$ cat src/rtl/keypad_scanner.sv
// keypad_scanner: scans a 5x4 active-low matrix keypad, debounces the press
// and the release, and presents the accepted key as registered rowOut/colOut
// with a one-cycle key_valid pulse.
// Optional feature macro: KEY_REPEAT_EN (auto-repeat key_valid while held).
module keypad_scanner #(
    parameter int unsigned SCAN_DIV        = 50000,
    parameter int unsigned DEBOUNCE_CYCLES = 10,
    parameter int unsigned REPEAT_CYCLES   = 25000000
) (
    input  logic       clk,
    input  logic       rst,
    output logic [4:0] row_drv,
    input  logic [3:0] col_in,
    output logic [4:0] rowOut,
    output logic [3:0] colOut,
    output logic       key_valid,
    output logic       key_held
);

    localparam int unsigned SLOT_W = (SCAN_DIV > 1) ? $clog2(SCAN_DIV) : 1;
    localparam int unsigned DEB_W  = $clog2(DEBOUNCE_CYCLES + 1);
    localparam logic [SLOT_W-1:0] SLOT_LAST = SLOT_W'(SCAN_DIV - 1);
    localparam logic [DEB_W-1:0]  DEB_LAST  = DEB_W'(DEBOUNCE_CYCLES - 1);
    localparam logic [DEB_W-1:0]  DEB_MAX   = DEB_W'(DEBOUNCE_CYCLES);

    typedef enum logic [1:0] {StScan, StDebounce, StPressed, StRelease} state_e;

    state_e            r_state,    w_state_nxt;
    logic [3:0]        r_col_meta, r_col_s;
    logic [2:0]        r_row_idx,  w_row_idx_nxt;
    logic [SLOT_W-1:0] r_slot,     w_slot_nxt;
    logic [DEB_W-1:0]  r_deb,      w_deb_nxt;
    logic [2:0]        r_lat_row,  w_lat_row_nxt;
    logic [3:0]        r_lat_col,  w_lat_col_nxt;
    logic [4:0]        r_row_out,  w_row_out_nxt;
    logic [3:0]        r_col_out,  w_col_out_nxt;
    logic              r_valid,    w_valid_nxt;
    logic              r_held,     w_held_nxt;
    logic              w_one_low;
    logic              w_all_high;
    logic [2:0]        w_row_next;
    logic [DEB_W-1:0]  w_deb_inc;

`ifdef KEY_REPEAT_EN
    localparam int unsigned REP_W = (REPEAT_CYCLES > 1) ? $clog2(REPEAT_CYCLES) : 1;
    localparam logic [REP_W-1:0] REP_LAST = REP_W'(REPEAT_CYCLES - 1);
    logic [REP_W-1:0]  r_rep, w_rep_nxt;
`endif

    assign w_one_low  = ($countones(r_col_s) == 3);
    assign w_all_high = (r_col_s == 4'b1111);
    assign w_row_next = (r_row_idx == 3'd4) ? 3'd0 : r_row_idx + 3'd1;
    // Debounce counter saturates rather than wrapping.
    assign w_deb_inc  = (r_deb == DEB_MAX) ? r_deb : r_deb + DEB_W'(1);

    assign row_drv   = ~(5'b00001 << r_row_idx);
    assign rowOut    = r_row_out;
    assign colOut    = r_col_out;
    assign key_valid = r_valid;
    assign key_held  = r_held;

    // Two-flop synchronizer for the asynchronous column inputs.
    always_ff @(posedge clk) begin
        if (rst) begin
            r_col_meta <= 4'b1111;
            r_col_s    <= 4'b1111;
        end else begin
            r_col_meta <= col_in;
            r_col_s    <= r_col_meta;
        end
    end

    // State, counters, latches and registered outputs.
    always_ff @(posedge clk) begin
        if (rst) begin
            r_state   <= StScan;
            r_row_idx <= 3'd0;
            r_slot    <= '0;
            r_deb     <= '0;
            r_lat_row <= 3'd0;
            r_lat_col <= 4'b1111;
            r_row_out <= 5'b00000;
            r_col_out <= 4'b1111;
            r_valid   <= 1'b0;
            r_held    <= 1'b0;
`ifdef KEY_REPEAT_EN
            r_rep     <= '0;
`endif
        end else begin
            r_state   <= w_state_nxt;
            r_row_idx <= w_row_idx_nxt;
            r_slot    <= w_slot_nxt;
            r_deb     <= w_deb_nxt;
            r_lat_row <= w_lat_row_nxt;
            r_lat_col <= w_lat_col_nxt;
            r_row_out <= w_row_out_nxt;
            r_col_out <= w_col_out_nxt;
            r_valid   <= w_valid_nxt;
            r_held    <= w_held_nxt;
`ifdef KEY_REPEAT_EN
            r_rep     <= w_rep_nxt;
`endif
        end
    end

    // Next-state and output decode for the scan/debounce/press/release FSM.
    always_comb begin
        w_state_nxt   = r_state;
        w_row_idx_nxt = r_row_idx;
        w_slot_nxt    = r_slot;
        w_deb_nxt     = r_deb;
        w_lat_row_nxt = r_lat_row;
        w_lat_col_nxt = r_lat_col;
        w_row_out_nxt = r_row_out;
        w_col_out_nxt = r_col_out;
        w_valid_nxt   = 1'b0;
        w_held_nxt    = r_held;
`ifdef KEY_REPEAT_EN
        w_rep_nxt     = '0;
`endif
        unique case (r_state)
            StScan: begin
                if (r_slot == SLOT_LAST) begin
                    w_slot_nxt = '0;
                    if (w_one_low) begin
                        w_lat_row_nxt = r_row_idx;
                        w_lat_col_nxt = r_col_s;
                        w_deb_nxt     = '0;
                        w_state_nxt   = StDebounce;
                    end else begin
                        // No key, or a ghost/multi-key pattern: keep scanning.
                        w_row_idx_nxt = w_row_next;
                    end
                end else begin
                    w_slot_nxt = r_slot + SLOT_W'(1);
                end
            end
            StDebounce: begin
                if (r_col_s == r_lat_col) begin
                    if (r_deb == DEB_LAST) begin
                        w_state_nxt   = StPressed;
                        w_row_out_nxt = 5'b00001 << r_lat_row;
                        w_col_out_nxt = r_lat_col;
                        w_valid_nxt   = 1'b1;
                        w_held_nxt    = 1'b1;
                    end else begin
                        w_deb_nxt = w_deb_inc;
                    end
                end else begin
                    w_state_nxt   = StScan;
                    w_row_idx_nxt = w_row_next;
                    w_slot_nxt    = '0;
                end
            end
            StPressed: begin
                if (w_all_high) begin
                    w_state_nxt = StRelease;
                    w_deb_nxt   = '0;
                end
`ifdef KEY_REPEAT_EN
                else if (r_rep == REP_LAST) begin
                    w_valid_nxt = 1'b1;
                end else begin
                    w_rep_nxt = r_rep + REP_W'(1);
                end
`endif
            end
            StRelease: begin
                if (w_all_high) begin
                    if (r_deb == DEB_LAST) begin
                        w_state_nxt   = StScan;
                        w_row_idx_nxt = 3'd0;
                        w_slot_nxt    = '0;
                        w_row_out_nxt = 5'b00000;
                        w_col_out_nxt = 4'b1111;
                        w_held_nxt    = 1'b0;
                    end else begin
                        w_deb_nxt = w_deb_inc;
                    end
                end else begin
                    // Release chatter: back to held without a new key_valid.
                    w_state_nxt = StPressed;
                end
            end
            default: w_state_nxt = StScan;
        endcase
    end

endmodule

$ cat config.mk
export PLATFORM = sky130hd
export DESIGN_NAME = keypad_scanner
export DESIGN_NICKNAME = d
export VERILOG_FILES = /design/src/rtl/keypad_scanner.sv
export SDC_FILE = /design/constraint.sdc
export NUM_CORES = 1
export LEC_CHECK = 0
export CAP_MARGIN = 40
export CORE_MARGIN = 2
export CORE_UTILIZATION = 60
export CTS_BUF_LIST = sky130_fd_sc_hd__clkbuf_8
export CTS_CLUSTER_SIZE = 28
export DETAILED_ROUTE_END_ITERATION = 6
export GPL_TIMING_DRIVEN = 0
export PLACE_DENSITY = 0.9
export SYNTH_ARGS = -nofsm -noshare
export SYNTH_HDL_FRONTEND = slang
export SYNTH_SLANG_ARGS = --single-unit
$ cat constraint.sdc
create_clock -name clk -period 7.5 [get_ports clk]
set_input_delay 1.5 -clock clk [delete_from_list [all_inputs] [get_ports clk]]
set_output_delay 1.5 -clock clk [all_outputs]
set_load 0.005 [all_outputs]
==> flow_metrics.tcl <==
set metrics [dict create \
    outcome "complete, no violations" \
    fin_nets 352 \
    yosys-top-cells-area "dfxtp_1 39%, ha_1 5.7%, a21oi_1 4.4%" \
    antenna_found_initial 0 \
    p_sw_frac 0.227 \
    via_count 2350 \
    die_h_um 70.3 \
    vias_per_cell 6.09 \
    skew_ns 0.0112 \
    synth.most_common_cell "dfxtp_1" \
    post-place-ws_ns 4.43 \
    drv_cap 0 \
    detail_route.iter0.violations 265 \
    max-vdd-ir-drop_uv 110 \
    drc_errors 0 \
    track_usage 0.251 \
    synth_edf_count 0 \
    power_density_nw_per_um2 158 \
    p_comb_frac 0.053 \
    grt_overflow 0 \
    maxSlewViolCount 0 \
    postPlaceCellArea_um2 2900 \
    stdcell_area_um2 3000 \
    io_buffers 20 \
    clock_latency_ns 0.32 \
    finalSetupViolations 0 \
    grt_pass1_vias 2192 \
    ys_ff_latch 51 \
    dieWidth_um 70.3 \
    fmax_mhz 312 \
    grt_max_degree 15 \
    dpl.cell_count 378 \
    cts_tree "yes" \
    cts_made_buffers 5 \
    start_util 0.614 \
    placementRows 24 \
    totalWireLength_um 5870 \
    leakagePower_nw 1.12 \
    yosysTopAreaCell "dfxtp_1" \
    period_minus_slack_ns 3.20 \
    cp-start-kind "register" \
    cts.sinks 51 \
    cts_hold_buf 0 \
    avgSynthCellArea_um2 8.62 \
    p_sw_w 0.000108 \
    die_area_um2 4940 \
    worst_slack_ns 4.30 \
    synthesis.instances 306 \
    n_antenna_cell 0 \
    hold_viol 0 \
    power.share.clock 0.364 \
    ys.flop_type "dfxtp_1" \
    path_max_fanout 5 \
    tns_ns 0 \
    fin_crit_sh 0.427 \
    fin_cells 386 \
    dp_hpwl_um 4250 \
    root_buffer "clkbuf_8" \
    synth-async-reset-ratio 0 \
    cts_buffer_depth 2 \
    cp_data_arrival_time_ns 1.70 \
    worstMarginPinSlew_ns 0.707 \
    syn-num-nets 325 \
    synth_common_cells "51 x dfxtp_1, 27 x nand2_1, 23 x a21oi_1" \
    rsz0062_at_grt "no" \
    syn_area_um2 2640 \
    internal-power_w 0.000367 \
    p_seq_frac 0.583 \
    holdCritPathClass "register to register" \
    path_clk_slew_ns 0.09 \
    routabilityCongestion 0.863 \
    critPathRequiredTime_ns 6.00 \
    pin_count 22 \
    core_area_um2 4290 \
    worstSetupPathType "register to output pin" \
    ant_nets 0 \
    drive_gt1_frac 0.0898 \
    htree_levels 2 \
    slew_headroom 0.525 \
    grt_pass1_wl_um 10000 \
    yosysWarnings 0 \
    area_delta_synth_final_pct 13.9 \
    worst_setup_path_end_kind "output pin" \
    synth_top_area_frac 0.387 \
    wl_per_cell_um 15.2 \
    yosysUniqueCellTypes 48 \
    cts_setup_buffers 0 \
    cts-resized-gates 0 \
    dr.pass1.iters 4 \
    ys_seq_area_frac 0.387 \
]
[layout make-up]
cell class	count	area, um^2
tap	52	65.1
sequential	51	1020
clock inverter	1	3.75
multi-input combinational	221	1470
timing repair buffer	20	200
buffer	18	86.3
inverter	16	60.1
clock buffer	7	96.3
fill	318	1290
[critical path, stage by stage (launching register included)]
cell and delay, ns:
dfxtp_1 0.42, inv_1 0.12, ha_1 0.23, nand2_1 0.11
clkdlybuf4s50_1 0.50
[stage by stage]
step	hold slack, ns	utilization	power (W)
final	0.415	0.699	0.000475
after global routing	0.439	0.699	0.000489
after CTS	0.422	0.699	0.000476
after detailed placement	0.402	0.676	0.000309
after global placement	0.392	0.676	0.000307
after floorplan	0.389	-	0.000301
[routing by layer]
| layer | track usage | vias up | share of wire |
|---|---|---|---|
| li1 | - | 1160 | - |
| met5 | 0 | - | 0 |
| met3 | 0.0534 | 11 | 0.046 |
| met4 | 0.0962 | 0 | 0.015 |
| met2 | 0.418 | 66 | 0.50 |
| met1 | 0.316 | 1113 | 0.44 |
[sequential cells by signal, summed over array words and instances (netlist names)]
signal	count
r_slot	16
rowOut	5
colOut	4
r_col_meta	4
r_col_s	4
r_deb	4
r_lat_col	4
r_lat_row	3
r_row_idx	3
r_state	2
key_held	1
key_valid	1
[cells in the final DEF (no fill, tap or decap), types with 3 or more instances in the layout]
cell type,synthesis,layout
dfxtp_1,51,51
nand2_1,27,27
a21oi_1,23,23
nor2_1,20,20
clkdlybuf4s50_1,0,20
inv_1,16,17
o21ai_0,16,16
nand3_1,13,13
nor3_1,13,13
ha_1,12,12
mux2i_1,11,11
clkbuf_1,9,9
or2_2,9,9
a31oi_1,8,8
clkbuf_8,0,7
buf_2,6,6
nand4_1,5,5
nand4b_1,5,5
nand3b_1,5,5
xor2_1,4,4
and3_1,4,4
a211oi_1,4,4
and2_1,4,4
o32a_1,4,4
nor4_1,3,3
[logic make-up (layout without fill, tap and decap cells)]
kind of cell               after synthesis  after routing  synth area share
AOI/OAI and AO/OA                       69             69             0.166
xor gates and xnor gates                 4              4            0.0133
adders and majority gates               13             13            0.0645
buffers and inverters                   34             62            0.0555
DFF                                     51             51             0.387
muxes                                   11             11            0.0418
and+or+nand+nor                        124            124             0.272
[final timing paths]
kind                                           startpoint                         to  slack [ns]  cells after the start
worst max-delay path            r_row_idx[0]$_SDFFE_PP0P_                 row_drv[4]        4.30                      4
worst min-delay path             r_col_meta[3]$_SDFF_PP1_      r_col_s[3]$_SDFF_PP1_        0.42                      1
worst max register to register      r_col_s[0]$_SDFF_PP1_  r_lat_col[3]$_SDFFE_PP1P_        4.40                      9
worst min register to register   r_col_meta[3]$_SDFF_PP1_      r_col_s[3]$_SDFF_PP1_        0.42                      1
[power groups by stage]
stage	logic [W]	registers (W)	clock network (W)
2_1_floorplan	0.0000180	0.000282	0
3_3_place_gp	0.0000242	0.000283	0
3_5_place_dp	0.0000253	0.000283	0
4_1_cts	0.0000254	0.000277	0.000174
5_1_grt	0.0000289	0.000278	0.000183
6_report	0.0000254	0.000277	0.000173
(Power assumes the default switching activity.)
